File: config.mk
export PLATFORM = sky130hd
export DESIGN_NAME = i2c_target_flat
export DESIGN_NICKNAME = d
export VERILOG_FILES = /design/src/rtl/i2c_target_if.sv /design/src/rtl/i2c_target.sv /design/src/flat_wrapper.sv
export SDC_FILE = /design/constraint.sdc
export NUM_CORES = 1
export LEC_CHECK = 0
export ABC_AREA = 1
export BUFFER_PORTS_ARGS = -buffer_cell sky130_fd_sc_hd__buf_2
export CAP_MARGIN = 20
export CORE_ASPECT_RATIO = 0.7
export CORE_UTILIZATION = 40
export CTS_BUF_LIST = sky130_fd_sc_hd__clkbuf_2 sky130_fd_sc_hd__clkbuf_4 sky130_fd_sc_hd__clkbuf_8
export DETAILED_ROUTE_END_ITERATION = 7
export PLACE_DENSITY = 0.55
export SYNTH_ARGS = -nofsm -noshare
export SYNTH_HDL_FRONTEND = slang
export SYNTH_SLANG_ARGS = --single-unit
File: constraint.sdc
create_clock -name clk -period 4.99 [get_ports clk]
set_clock_uncertainty 0.1 [all_clocks]
set_input_delay 0.998 -clock clk [delete_from_list [all_inputs] [get_ports clk]]
set_output_delay 0.998 -clock clk [all_outputs]
set_load 0.005 [all_outputs]
File: src/rtl/i2c_target_if.sv
`default_nettype none
// +----------------------------------------------------------------------+
// | i2c_target_if : I2C pins and register-side signals of i2c_target     |
// | Rev 1.0                                                              |
// +----------------------------------------------------------------------+
interface i2c_target_if;
  logic       scl;
  logic       sda_in;
  logic       sda_oe;
  logic [7:0] rd_data;
  logic [6:0] reg_addr;
  logic [8:0] reg_data;
  logic       reg_wr;
  logic       busy;
  logic [3:0] state_info;

  modport master (
    output scl, sda_in, rd_data,
    input  sda_oe, reg_addr, reg_data, reg_wr, busy, state_info
  );

  modport slave (
    input  scl, sda_in, rd_data,
    output sda_oe, reg_addr, reg_data, reg_wr, busy, state_info
  );
endinterface
`default_nettype wire

File: src/rtl/i2c_target.sv
`default_nettype none
// +----------------------------------------------------------------------+
// | i2c_target : I2C target turning byte pairs into register writes      |
// | Rev 1.0                                                              |
// +----------------------------------------------------------------------+
module i2c_target #(
  parameter logic [6:0] TARGET_ADDR = 7'b0011010
) (
  input  wire logic   clk,
  input  wire logic   reset,
  i2c_target_if.slave bus
);

  typedef enum logic [3:0] {
    S_IDLE     = 4'd0,
    S_ADDR     = 4'd1,
    S_ADDR_ACK = 4'd2,
    S_BYTE0    = 4'd3,
    S_ACK0     = 4'd4,
    S_BYTE1    = 4'd5,
    S_ACK1     = 4'd6,
    S_RD_TX    = 4'd7,
    S_RD_ACK   = 4'd8,
    S_IGNORE   = 4'd15
  } state_t;

  logic [1:0] r_scl_sync;
  logic [1:0] r_sda_sync;
  logic       r_scl_d;
  logic       r_sda_d;

  // Synchronizers idle high so leaving reset never looks like a bus event.
  always_ff @(posedge clk or posedge reset) begin
    if (reset) begin
      r_scl_sync <= 2'b11;
      r_sda_sync <= 2'b11;
      r_scl_d    <= 1'b1;
      r_sda_d    <= 1'b1;
    end else begin
      r_scl_sync <= {r_scl_sync[0], bus.scl};
      r_sda_sync <= {r_sda_sync[0], bus.sda_in};
      r_scl_d    <= r_scl_sync[1];
      r_sda_d    <= r_sda_sync[1];
    end
  end

  logic w_scl, w_sda, w_scl_rise, w_scl_fall, w_start, w_stop;
  assign w_scl      = r_scl_sync[1];
  assign w_sda      = r_sda_sync[1];
  assign w_scl_rise = w_scl & ~r_scl_d;
  assign w_scl_fall = ~w_scl & r_scl_d;
  assign w_start    = w_scl & r_scl_d & r_sda_d & ~w_sda;
  assign w_stop     = w_scl & r_scl_d & ~r_sda_d & w_sda;

  state_t     r_state, w_state_nx;
  logic [3:0] r_cnt, w_cnt_nx;
  logic [7:0] r_shift, w_shift_nx, w_shift_in;
  logic [7:0] r_byte0, w_byte0_nx;
  logic [7:0] r_tx, w_tx_nx;
  logic       r_sda_oe, w_oe_nx;
  logic       r_busy, w_busy_nx;
  logic [6:0] r_reg_addr, w_addr_nx;
  logic [8:0] r_reg_data, w_data_nx;
  logic       r_reg_wr, w_wr_nx;

  always_ff @(posedge clk or posedge reset) begin
    if (reset) begin
      r_state    <= S_IDLE;
      r_cnt      <= 4'd0;
      r_shift    <= 8'd0;
      r_byte0    <= 8'd0;
      r_tx       <= 8'd0;
      r_sda_oe   <= 1'b0;
      r_busy     <= 1'b0;
      r_reg_addr <= 7'd0;
      r_reg_data <= 9'd0;
      r_reg_wr   <= 1'b0;
    end else begin
      r_state    <= w_state_nx;
      r_cnt      <= w_cnt_nx;
      r_shift    <= w_shift_nx;
      r_byte0    <= w_byte0_nx;
      r_tx       <= w_tx_nx;
      r_sda_oe   <= w_oe_nx;
      r_busy     <= w_busy_nx;
      r_reg_addr <= w_addr_nx;
      r_reg_data <= w_data_nx;
      r_reg_wr   <= w_wr_nx;
    end
  end

  always_comb begin
    w_state_nx = r_state;
    w_cnt_nx   = r_cnt;
    w_shift_nx = r_shift;
    w_byte0_nx = r_byte0;
    w_tx_nx    = r_tx;
    w_oe_nx    = r_sda_oe;
    w_busy_nx  = r_busy;
    w_addr_nx  = r_reg_addr;
    w_data_nx  = r_reg_data;
    w_wr_nx    = 1'b0;
    w_shift_in = {r_shift[6:0], w_sda};

    // Bus conditions win over any scl edge decoded in the same cycle.
    if (w_start) begin
      w_state_nx = S_ADDR;
      w_cnt_nx   = 4'd0;
      w_shift_nx = 8'd0;
      w_oe_nx    = 1'b0;
      w_busy_nx  = 1'b1;
    end else if (w_stop) begin
      w_state_nx = S_IDLE;
      w_cnt_nx   = 4'd0;
      w_oe_nx    = 1'b0;
      w_busy_nx  = 1'b0;
    end else begin
      case (r_state)
        S_ADDR, S_BYTE0, S_BYTE1: begin
          if (w_scl_rise) begin
            w_shift_nx = w_shift_in;
            w_cnt_nx   = r_cnt + 4'd1;
            if (r_cnt == 4'd7) begin
              w_cnt_nx = 4'd0;
              if (r_state == S_ADDR) begin
                w_state_nx = (w_shift_in[7:1] == TARGET_ADDR) ? S_ADDR_ACK : S_IGNORE;
              end else if (r_state == S_BYTE0) begin
                w_state_nx = S_ACK0;
                w_byte0_nx = w_shift_in;
              end else begin
                w_state_nx = S_ACK1;
                w_wr_nx    = 1'b1;
                w_addr_nx  = r_byte0[7:1];
                w_data_nx  = {r_byte0[0], w_shift_in};
              end
            end
          end
        end

        // r_cnt: 0 = waiting for the fall that starts ACK, 1 = 9th bit clocked.
        S_ADDR_ACK, S_ACK0, S_ACK1: begin
          if (w_scl_rise) begin
            w_cnt_nx = 4'd1;
          end else if (w_scl_fall) begin
            if (r_cnt == 4'd0) begin
              w_oe_nx = 1'b1;
            end else begin
              w_oe_nx    = 1'b0;
              w_cnt_nx   = 4'd0;
              w_shift_nx = 8'd0;
              if (r_state == S_ADDR_ACK && r_shift[0]) begin
                w_state_nx = S_RD_TX;
                w_tx_nx    = bus.rd_data;
                w_oe_nx    = ~bus.rd_data[7];
              end else if (r_state == S_ACK0) begin
                w_state_nx = S_BYTE1;
              end else begin
                w_state_nx = S_BYTE0;
              end
            end
          end
        end

        S_RD_TX: begin
          if (w_scl_rise) begin
            w_cnt_nx = r_cnt + 4'd1;
          end else if (w_scl_fall) begin
            if (r_cnt == 4'd8) begin
              w_oe_nx    = 1'b0;
              w_cnt_nx   = 4'd0;
              w_state_nx = S_RD_ACK;
            end else begin
              w_oe_nx = ~r_tx[6];
              w_tx_nx = {r_tx[6:0], 1'b0};
            end
          end
        end

        S_RD_ACK: begin
          if (w_scl_rise) begin
            if (w_sda) w_state_nx = S_IGNORE;
            else       w_cnt_nx   = 4'd1;
          end else if (w_scl_fall && r_cnt == 4'd1) begin
            w_state_nx = S_RD_TX;
            w_cnt_nx   = 4'd0;
            w_tx_nx    = bus.rd_data;
            w_oe_nx    = ~bus.rd_data[7];
          end
        end

        S_IDLE, S_IGNORE: begin
          w_oe_nx = 1'b0;
        end

        default: begin
          w_state_nx = S_IDLE;
          w_oe_nx    = 1'b0;
          w_cnt_nx   = 4'd0;
        end
      endcase
    end
  end

  assign bus.sda_oe     = r_sda_oe;
  assign bus.reg_addr   = r_reg_addr;
  assign bus.reg_data   = r_reg_data;
  assign bus.reg_wr     = r_reg_wr;
  assign bus.busy       = r_busy;
  assign bus.state_info = r_state;

endmodule
`default_nettype wire

File: src/flat_wrapper.sv
// flat-port wrapper written by rule: the top's interface ports become plain ports
module i2c_target_flat 
#(
  parameter logic [6:0] TARGET_ADDR = 7'b0011010
)
  (clk, reset, bus_scl, bus_sda_in, bus_rd_data, bus_sda_oe, bus_reg_addr, bus_reg_data, bus_reg_wr, bus_busy, bus_state_info);
  i2c_target_if bus_i ();
  input  wire logic clk;
  input  wire logic reset;
  input wire logic [$bits(bus_i.scl)-1:0] bus_scl;
  input wire logic [$bits(bus_i.sda_in)-1:0] bus_sda_in;
  input wire logic [$bits(bus_i.rd_data)-1:0] bus_rd_data;
  output wire logic [$bits(bus_i.sda_oe)-1:0] bus_sda_oe;
  output wire logic [$bits(bus_i.reg_addr)-1:0] bus_reg_addr;
  output wire logic [$bits(bus_i.reg_data)-1:0] bus_reg_data;
  output wire logic [$bits(bus_i.reg_wr)-1:0] bus_reg_wr;
  output wire logic [$bits(bus_i.busy)-1:0] bus_busy;
  output wire logic [$bits(bus_i.state_info)-1:0] bus_state_info;
  assign bus_i.scl = bus_scl;
  assign bus_i.sda_in = bus_sda_in;
  assign bus_i.rd_data = bus_rd_data;
  assign bus_sda_oe = bus_i.sda_oe;
  assign bus_reg_addr = bus_i.reg_addr;
  assign bus_reg_data = bus_i.reg_data;
  assign bus_reg_wr = bus_i.reg_wr;
  assign bus_busy = bus_i.busy;
  assign bus_state_info = bus_i.state_info;
  i2c_target #(.TARGET_ADDR(TARGET_ADDR)) u_core (.clk(clk), .reset(reset), .bus(bus_i));
endmodule
==> results of run 1 <==
[stage by stage]
step	std cells	cell area, sq um	util [%]	setup WS, ns	power [mW]
after floorplan	383	2950	-	2.56	1.06
after CTS	514	3300	47.5	2.52	1.45
final	514	3300	47.5	2.52	1.44
after global routing	514	3300	47.5	2.25	1.55
after global placement	506	3210	46.2	2.59	1.19
after detailed placement	506	3210	46.2	2.54	1.19
[sequential cells by signal (all words and copies together) (netlist names)]
register and flops:
u_core.r_tx 7, u_core.r_scl_sync 2, u_core.r_byte0 8, u_core.r_cnt 4, u_core.r_sda_d 1, u_core.bus.state_info 4, u_core.bus.busy 1, u_core.bus.reg_wr 1
u_core.bus.sda_oe 1, u_core.r_scl_d 1, u_core.r_shift 7, u_core.bus.reg_addr 7, u_core.bus.reg_data 9, u_core.r_sda_sync 2
[cell families (layout without fill, tap and decap cells)]
logic type	count (synthesis)	count (layout)	share of synthesized area (%)
flip-flops	55	55	46.8
multiplexers	6	6	2.03
adder cells (fa/ha/maj)	3	3	1.27
AO/OA/AOI/OAI	39	39	8.17
buffers and inverters	37	74	5.38
AND/OR/NAND/NOR	243	243	36.3
[final timing paths]
kind / depth (start not counted) / start / endpoint / slack, ns
max in group asynchronous: 3 / reset / u_core.bus.state_info[3]$_DFFE_PP0P_ / 3.58
max: 9 / u_core.r_cnt[0]$_DFFE_PP0P_ / u_core.bus.reg_addr[5]$_DFFE_PP0P_ / 2.52
min reg2reg: 0 / u_core.r_sda_sync[0]$_DFF_PP1_ / u_core.r_sda_sync[1]$_DFF_PP1_ / 0.26
min in group asynchronous: 3 / reset / u_core.bus.state_info[0]$_DFFE_PP0P_ / 0.77
max reg2reg: 9 / u_core.r_cnt[0]$_DFFE_PP0P_ / u_core.bus.reg_addr[5]$_DFFE_PP0P_ / 2.52
min: 0 / u_core.r_sda_sync[0]$_DFF_PP1_ / u_core.r_sda_sync[1]$_DFF_PP1_ / 0.26
[cell type report]
cell class / count / share of cell area (%)
repair buffers: 35 / 5.39
clock inverters: 3 / 0.683
flip-flops and latches: 55 / 42.0
clock buffers: 5 / 2.09
inverters: 31 / 3.53
multi-input cells: 291 / 42.8
well taps: 94 / 3.57
[cells in the final DEF (no fill, tap or decap), types with 2 or more instances in the layout]
cell type,Yosys,final
nor3_1,2,2
o211ai_1,2,2
nand4_1,4,4
clkbuf_8,0,5
nor2_1,41,41
o21ai_2,8,8
o21ai_1,21,21
nand3_2,2,2
nand3_1,31,31
nor2_2,6,6
nand2_1,139,139
ha_1,3,3
mux2i_1,6,6
inv_1,23,22
nand2_2,10,10
dfstp_2,6,6
nor2_4,6,6
dfrtp_1,49,49
buf_2,4,34
o21ai_0,6,6
inv_6,0,2
inv_2,7,8
[per-layer routing]
layer	track usage, %	share of wire [%]
met1	30.0	57
met2	25.5	38
met3	3.19	4.7
met4	3.76	0.73
met5	0	0
[power by group]
part,switching [mW],total [mW],internal (mW)
Sequential,0.0637,0.578,0.514
Clock,0.153,0.255,0.102
Combinational,0.413,0.608,0.195
==> metrics.yaml, run 1 <==
status: "finished, final reports clean"
cts-root-buf: "clkbuf_8"
num_rows: 25
worst_path_most_repeated_cell: "nand2_1"
vias: 2575
relSlewSlack_pct: 46.7
ctsHoldBuffers: 0
syn_area_sq_um: 2950
synth.net_count: 398
ys_types: 26
yosysWarningCount: 0
holdWs_ns: 0.262
period_minus_slack_ns: 2.47
clkTransAtPathRegs_ns: 0.10
ios: 35
vdd_drop_max_v: 0.000174
drv_cap: 0
fill_cells: 731
die_y_um: 73.9
vias_per_cell: 5.01
die_area_sq_um: 7740
core-area_sq_um: 6940
initial_utilization_pct: 42.5
final-setup-viol-count: 0
diodes: 0
critPathTopFamily: "simple AND/OR/NAND/NOR gates"
min_path_type: "flip-flop to flip-flop"
endpoint_kind: "flip-flop"
power.leakage_nw: 1.77
drt_iter0_markers: 169
grt_pass1_vias: 2215
final_hold_viol_count: 0
cp.required_ns: 5.09
htree_levels: 2
cts_tree: "done"
numCtsBuffers: 5
synth_edf_count: 0
tightest_slew_ns: 0.798
routed_wl_um: 6680
portBuffers: 34
drc: 0
overflow: 0
antenna_found_initial: 0
clkLatencyLatePin_ns: 0.31
postRouteAntennaNets: 0
cts.repair.resized: 0
first_pass_iters: 4
multi_input_area_sq_um: 1410
rsz0062_at_grt: "false"
p_per_area_nw_per_um2: 437
seq_area_sq_um: 1380
grt_first_pass_wirelength_um: 11100
synth_cells: 383
avgSynthCellArea_sq_um: 7.71
avgRoutedWirePerCell_um: 13.0
ys_ff_latch: 55
die_w_um: 105
synthTopCellsByCount: "nand2_1, dfrtp_1, nor2_1"
post_cts_buffers: 0
yosysTopAreaCellShare_pct: 41.5
gp_congestion: 0.870
period_share_pct: 49.5
grt_start_max_net_pins: 56
gr-usage-all-layers_pct: 18.6
cp_cell_sequence: "ha_1 -> nand2_1 -> inv_1 -> nand2_1 -> nor2_1 -> nand2_1 -> clkinv_1 -> nand2_1 -> nand2_1"
synth.most_common_cell: "nand2_1"
worstPathMaxFanout: 25
drive_gt1_share_pct: 21.7
fin_nets: 434
finalMaxSlewViolations: 0
synthTopCellsByArea: "dfrtp_1, nand2_1, dfstp_2"
dp_hpwl_um: 4990
synth_ff_type: "dfrtp_1"
synth_top_cell_by_area: "dfrtp_1"
cp_slowest_cell: "nand2_1"
clock_sinks: 55
ys_seq_area_share_pct: 46.8
cp.arrival_ns: 2.57
worstPathBufferInverterCount: 2
critPathMaxStageDelay_ns: 0.59
syn2layout_area_growth_pct: 11.6
clockBufferDepth: 2
path_class: "flip-flop to flip-flop"
final.setup.tns_ns: 0
ys_async_sr_fraction_pct: 100
start_kind: "flip-flop"
clock.fmax_ghz: 0.405
No activity file was read; power rests on OpenSTA's default activity.
==> run 2, diff against run 1 <==
- clock period: 4.99 -> 2.45 ns (I/O delays scaled with it)
==> metrics.yaml, run 2 (synthesis results as in run 1) <==
cts_tree: "done"
grt_pass1_vias: 2202
clockBufferDepth: 2
power.leakage_nw: 1.78
clkTransAtPathRegs_ns: 0.12
dpl_cell_area_sq_um: 3230
layout_commonest_cell: "nand2_1"
vias_per_cell: 4.93
overflow: 0
cts-root-buf: "clkbuf_8"
worstPathMaxFanout: 14
ios: 35
cp.arrival_ns: 2.23
clock.fmax_ghz: 0.477
cp_cell_sequence: "inv_1 -> ha_1 -> inv_1 -> nor3_1 -> o21ai_2 -> nand3_1 -> nor2_1 -> nand2_2 -> nand2_1 -> o21ai_2"
cts.repair.resized: 0
grt_first_pass_wirelength_um: 11400
final_hold_viol_count: 0
drt_iter0_markers: 230
num_rows: 25
largest_reg_flops: 9
postRouteAntennaNets: 0
syn2layout_area_growth_pct: 12.7
cp.required_ns: 2.58
critPathMaxStageDelay_ns: 0.45
htree_levels: 2
status: "finished, final reports clean"
vias: 2541
diodes: 0
layout_common_cells: "nand2_1, dfrtp_1, nor2_1, buf_2, nand3_1"
period_share_pct: 85.6
rsz0062_at_grt: "false"
ctsHoldBuffers: 0
routed_wl_um: 6880
path_class: "flip-flop to flip-flop"
rr_worst_depth: 10
min_path_type: "input pin to asynchronous set/reset pin"
fin_area_sq_um: 3330
dp_hpwl_um: 5100
die_area_sq_um: 7740
tightest_slew_ns: 0.497
rrSetupSlack_ns: 0.35
fin_nets: 435
drc: 0
die_y_um: 73.9
cp_slowest_cell: "dfrtp_1"
start_kind: "flip-flop"
endpoint_kind: "flip-flop"
post_cts_buffers: 0
finalMaxSlewViolations: 0
first_pass_iters: 4
avgRoutedWirePerCell_um: 13.4
final-setup-viol-count: 0
initial_utilization_pct: 42.5
vdd_drop_max_v: 0.000367
core-area_sq_um: 6940
clock_sinks: 55
drv_cap: 0
clkLatencyLatePin_ns: 0.31
regToRegStartpoint: "u_core.r_cnt[0]$_DFFE_PP0P_"
period_minus_slack_ns: 2.10
reg2reg_to: "u_core.r_tx[2]$_DFFE_PP0P_"
numCtsBuffers: 5
relSlewSlack_pct: 66.8
final.setup.tns_ns: 0
drive_gt1_share_pct: 21.9
antenna_found_initial: 0
grt_start_max_net_pins: 56
die_w_um: 105
gp_congestion: 0.879
p_per_area_nw_per_um2: 894
gr-usage-all-layers_pct: 19.0
portBuffers: 34
run 2: cell types whose count changed in the layout (fill, tap and decap cells not counted):
| cell | previous run | this run |
|---|---|---|
| buf_12 | 0 | 1 |
| clkbuf_8 | 5 | 6 |
| clkinv_2 | 1 | 0 |
| clkinv_4 | 0 | 1 |
| inv_6 | 2 | 0 |
| inv_8 | 0 | 1 |
run 2: final cells by class:
| type | count | area, sq um |
|---|---|---|
| timing repair buffer | 36 | 198 |
| multi-input combinational | 291 | 1410 |
| tap | 94 | 118 |
| inverter | 31 | 116 |
| sequential | 55 | 1380 |
| clock buffer | 6 | 82.6 |
| clock inverter | 2 | 20.0 |
| fill | 717 | 3610 |
run 2: worst max path at each step:
stage / slack (ns) / end / from / cells after the start
finish: 0.35 / u_core.r_tx[2]$_DFFE_PP0P_ / u_core.r_cnt[0]$_DFFE_PP0P_ / 10
CTS: 0.37 / u_core.bus.reg_data[3]$_DFFE_PP0P_ / u_core.r_scl_sync[1]$_DFF_PP1_ / 8
global placement: 0.39 / u_core.r_tx[2]$_DFFE_PP0P_ / u_core.r_cnt[0]$_DFFE_PP0P_ / 10
floorplan: 0.53 / u_core.bus.busy$_DFFE_PP0N_ / reset / 1
global route: 0.16 / u_core.r_tx[5]$_DFFE_PP0P_ / u_core.r_cnt[0]$_DFFE_PP0P_ / 10
detailed placement: 0.39 / u_core.bus.reg_data[3]$_DFFE_PP0P_ / u_core.r_scl_sync[1]$_DFF_PP1_ / 8
run 2: worst max-delay path: cells and delay by family (launching register included):
kind | cells | cell delay [ns]
adder cells (fa/ha/maj) | 1 | 0.20
flip-flops | 1 | 0.45
AND/OR/NAND/NOR | 5 | 0.86
buffers and inverters | 2 | 0.18
AO/OA/AOI/OAI | 2 | 0.23
run 2: metal layers:
| metal | share of wire, % | wire length, um | global-route usage, % | up-vias |
|---|---|---|---|---|
| met1 | 54 | 3700 | 31.7 | 1175 |
| met4 | 0.52 | 36 | 3.76 | 0 |
| met5 | 0 | 0 | 0 | - |
| met2 | 39 | 2680 | 24.5 | 65 |
| li1 | - | - | - | 1297 |
| met3 | 6.7 | 462 | 3.90 | 4 |
run 2: where the power goes:
group	switching, mW	internal [mW]	total (mW)
sequential	0.129	1.05	1.18
clock	0.320	0.239	0.559
combinational	0.842	0.399	1.24
run 2: per-stage QoR:
step,cells,setup WS (ns),util (%),total power [mW],hold WS [ns]
after floorplan,383,0.527,-,2.16,0.245
after global placement,507,0.394,46.5,2.42,0.246
after detailed placement,507,0.389,46.5,2.43,0.248
after CTS,515,0.366,47.9,2.99,0.116
after global routing,515,0.156,47.9,3.23,0.119
final,515,0.354,47.9,2.98,0.0972
==> run 3, diff against run 2 <==
- ABC_AREA: 1 -> 0
- BUFFER_PORTS_ARGS: -buffer_cell sky130_fd_sc_hd__buf_2 -> default
- DONT_BUFFER_PORTS: default -> 1
- GPL_TIMING_DRIVEN: default -> 0
- PLACE_DENSITY: 0.55 -> 0.51
==> metrics.yaml, run 3 <==
status: "finished, violations left"
violations: "setup timing"
synth.net_count: 313
routed_wl_um: 6350
cts_tree: "done"
fill_cells: 641
p_per_area_nw_per_um2: 1010
cts-root-buf: "clkbuf_8"
drt_iter0_markers: 137
hp-start: "bus_scl"
drc: 0
synthTopCellsByCount: "nand2_1, dfrtp_1, o21ai_0"
initial_utilization_pct: 42.9
die_y_um: 71.6
endpoint_kind: "flip-flop"
postRouteAntennaNets: 0
reg2reg_to: "u_core.bus.state_info[3]$_DFFE_PP0P_"
layout_common_cells: "nand2_1, dfrtp_1, o21ai_0, mux2_2, nor2_1"
rr_worst_depth: 7
rsz0062_at_grt: "true"
ys_async_sr_fraction_pct: 100
ys_ff_latch: 55
final_hold_viol_count: 0
gp_congestion: 0.887
tightest_slew_ns: 0.528
grt_start_max_net_pins: 43
layout_setup_ws_ns: -0.00355
synth_edf_count: 0
min_path_type: "input pin to flip-flop"
synth.most_common_cell: "nand2_1"
drive_gt1_share_pct: 23.7
ys_seq_area_share_pct: 50.0
worstSetupEndpoint: "u_core.bus.state_info[3]$_DFFE_PP0P_"
synth_ff_type: "dfrtp_1"
regToRegStartpoint: "u_core.r_scl_sync[1]$_DFF_PP1_"
ios: 35
total_power_mw: 3.21
syn2layout_area_growth_pct: 14.7
first_pass_iters: 4
drv_cap: 0
start_kind: "flip-flop"
grt_first_pass_wirelength_um: 10400
clkTransAtPathRegs_ns: 0.11
num_rows: 24
core-area_sq_um: 6460
syn_area_sq_um: 2770
finalMaxSlewViolations: 0
relSlewSlack_pct: 64.6
avgRoutedWirePerCell_um: 15.6
yosysTopAreaCellShare_pct: 44.3
clock.fmax_ghz: 0.408
vias_per_cell: 5.37
htree_levels: 2
vias: 2187
die_w_um: 101
grt_pass1_vias: 1999
period_share_pct: 100
cp.required_ns: 2.56
layout_commonest_cell: "nand2_1"
cp.arrival_ns: 2.56
antenna_found_initial: 0
worstPathMaxFanout: 5
period_minus_slack_ns: 2.45
clkLatencyLatePin_ns: 0.31
critPathLaunch: "u_core.r_scl_sync[1]$_DFF_PP1_"
synth_top_cell_by_area: "dfrtp_1"
avgSynthCellArea_sq_um: 9.30
largest_reg_flops: 9
dp_hpwl_um: 4530
final-setup-viol-count: 1
min_path_cells: 0
vdd_drop_max_v: 0.000402
gr-usage-all-layers_pct: 18.7
rrSetupSlack_ns: -0.004
overflow: 0
yosysWarningCount: 0
clock_sinks: 55
die_area_sq_um: 7270
synth_cells: 298
synthTopCellsByArea: "dfrtp_1, nand2_1, dfstp_2"
place_ws_ns: -0.170
path_class: "flip-flop to flip-flop"
power.leakage_nw: 1.48
fin_nets: 330
diodes: 0
numCtsBuffers: 5
clockBufferDepth: 2
portBuffers: 0
ys_types: 53
## run 3: changes by cell type in the layout (fill, tap and decap cells not counted), moves of 12 or more
cell | before | now
o21ai_0 | 6 | 18
nand2_1 | 139 | 91
nor2_1 | 41 | 13
mux2_2 | 0 | 14
nand3_1 | 31 | 5
buf_2 | 34 | 4
inv_1 | 22 | 4
o21ai_1 | 21 | 2
## run 3: power breakdown
group          total (mW)  switching [mW]  leakage, nW  internal (mW)
Clock               0.622           0.314       0.0548          0.308
Combinational        1.33           0.727        0.714          0.600
Sequential           1.26           0.177        0.715           1.08
Total                3.21            1.22         1.48           1.99
## run 3: layout make-up
type                    count  area, sq um  share of cell area, %
clock buffers               5         68.8                   2.17
repair buffers             12          105                   3.31
plain buffers              12         72.6                   2.28
multi-input cells         222         1360                   42.8
flip-flops and latches     55         1390                   43.6
clock inverters             3         46.3                   1.46
well taps                  91          114                   3.58
inverters                   7         26.3                  0.827
## run 3: worst min-delay path by stage
stage                                                 endpoint  slack, ns
after floorplan                 u_core.r_scl_sync[1]$_DFF_PP1_       0.25
after global placement          u_core.r_sda_sync[1]$_DFF_PP1_       0.25
after detailed placement  u_core.bus.state_info[3]$_DFFE_PP0P_       0.25
after CTS                       u_core.r_scl_sync[0]$_DFF_PP1_       0.07
after global routing            u_core.r_scl_sync[0]$_DFF_PP1_       0.06
final                           u_core.r_scl_sync[0]$_DFF_PP1_       0.08
## run 3: worst max-delay path: stages (launching register included)
cell and delay, ns:
dfstp_2 0.54, buf_6 0.11, nor2b_4 0.23, o31ai_2 0.09
and2_4 0.17, or4_4 0.55, a21oi_4 0.25, mux2_4 0.33
## run 3: timing repair
item,in CTS,in global routing
gates cloned,0,0
resized for setup,6,22
hold endpoints to repair,13,0
setup buffers,5,5
endpoints found under the setup margin,13,24
hold buffers,1,0
pin swaps,1,7
## run 3: kinds of logic (layout without fill, tap and decap cells)
group	count (synthesis)	in the layout	synth area share, %
buf+inv	21	39	3.52
fa+ha+maj	3	3	1.36
simple gates	145	145	23.9
flops	55	55	50.0
xor+xnor	1	1	0.316
mux	21	21	8.36
compound gates	52	52	12.6
## run 3: stage by stage
| stage | utilization (%) | hold WS [ns] | cells | instance area, sq um | setup TNS, ns |
|---|---|---|---|---|---|
| global route | 49.2 | 0.0590 | 407 | 3180 | -0.171 |
| finish | 49.2 | 0.0754 | 407 | 3180 | -0.00355 |
| detailed placement | 45.0 | 0.247 | 390 | 2900 | -1.43 |
| floorplan | - | 0.245 | 298 | 2770 | 0 |
| global placement | 44.7 | 0.246 | 389 | 2880 | -8.81 |
| CTS | 47.9 | 0.0672 | 403 | 3090 | 0 |
## run 3: per-layer routing
metal	track usage (%)	routed length, um	vias up
li1	-	-	1050
met1	30.3	3380	1063
met2	24.9	2480	70
met3	4.10	447	4
met4	3.86	41	0
met5	0	0	-
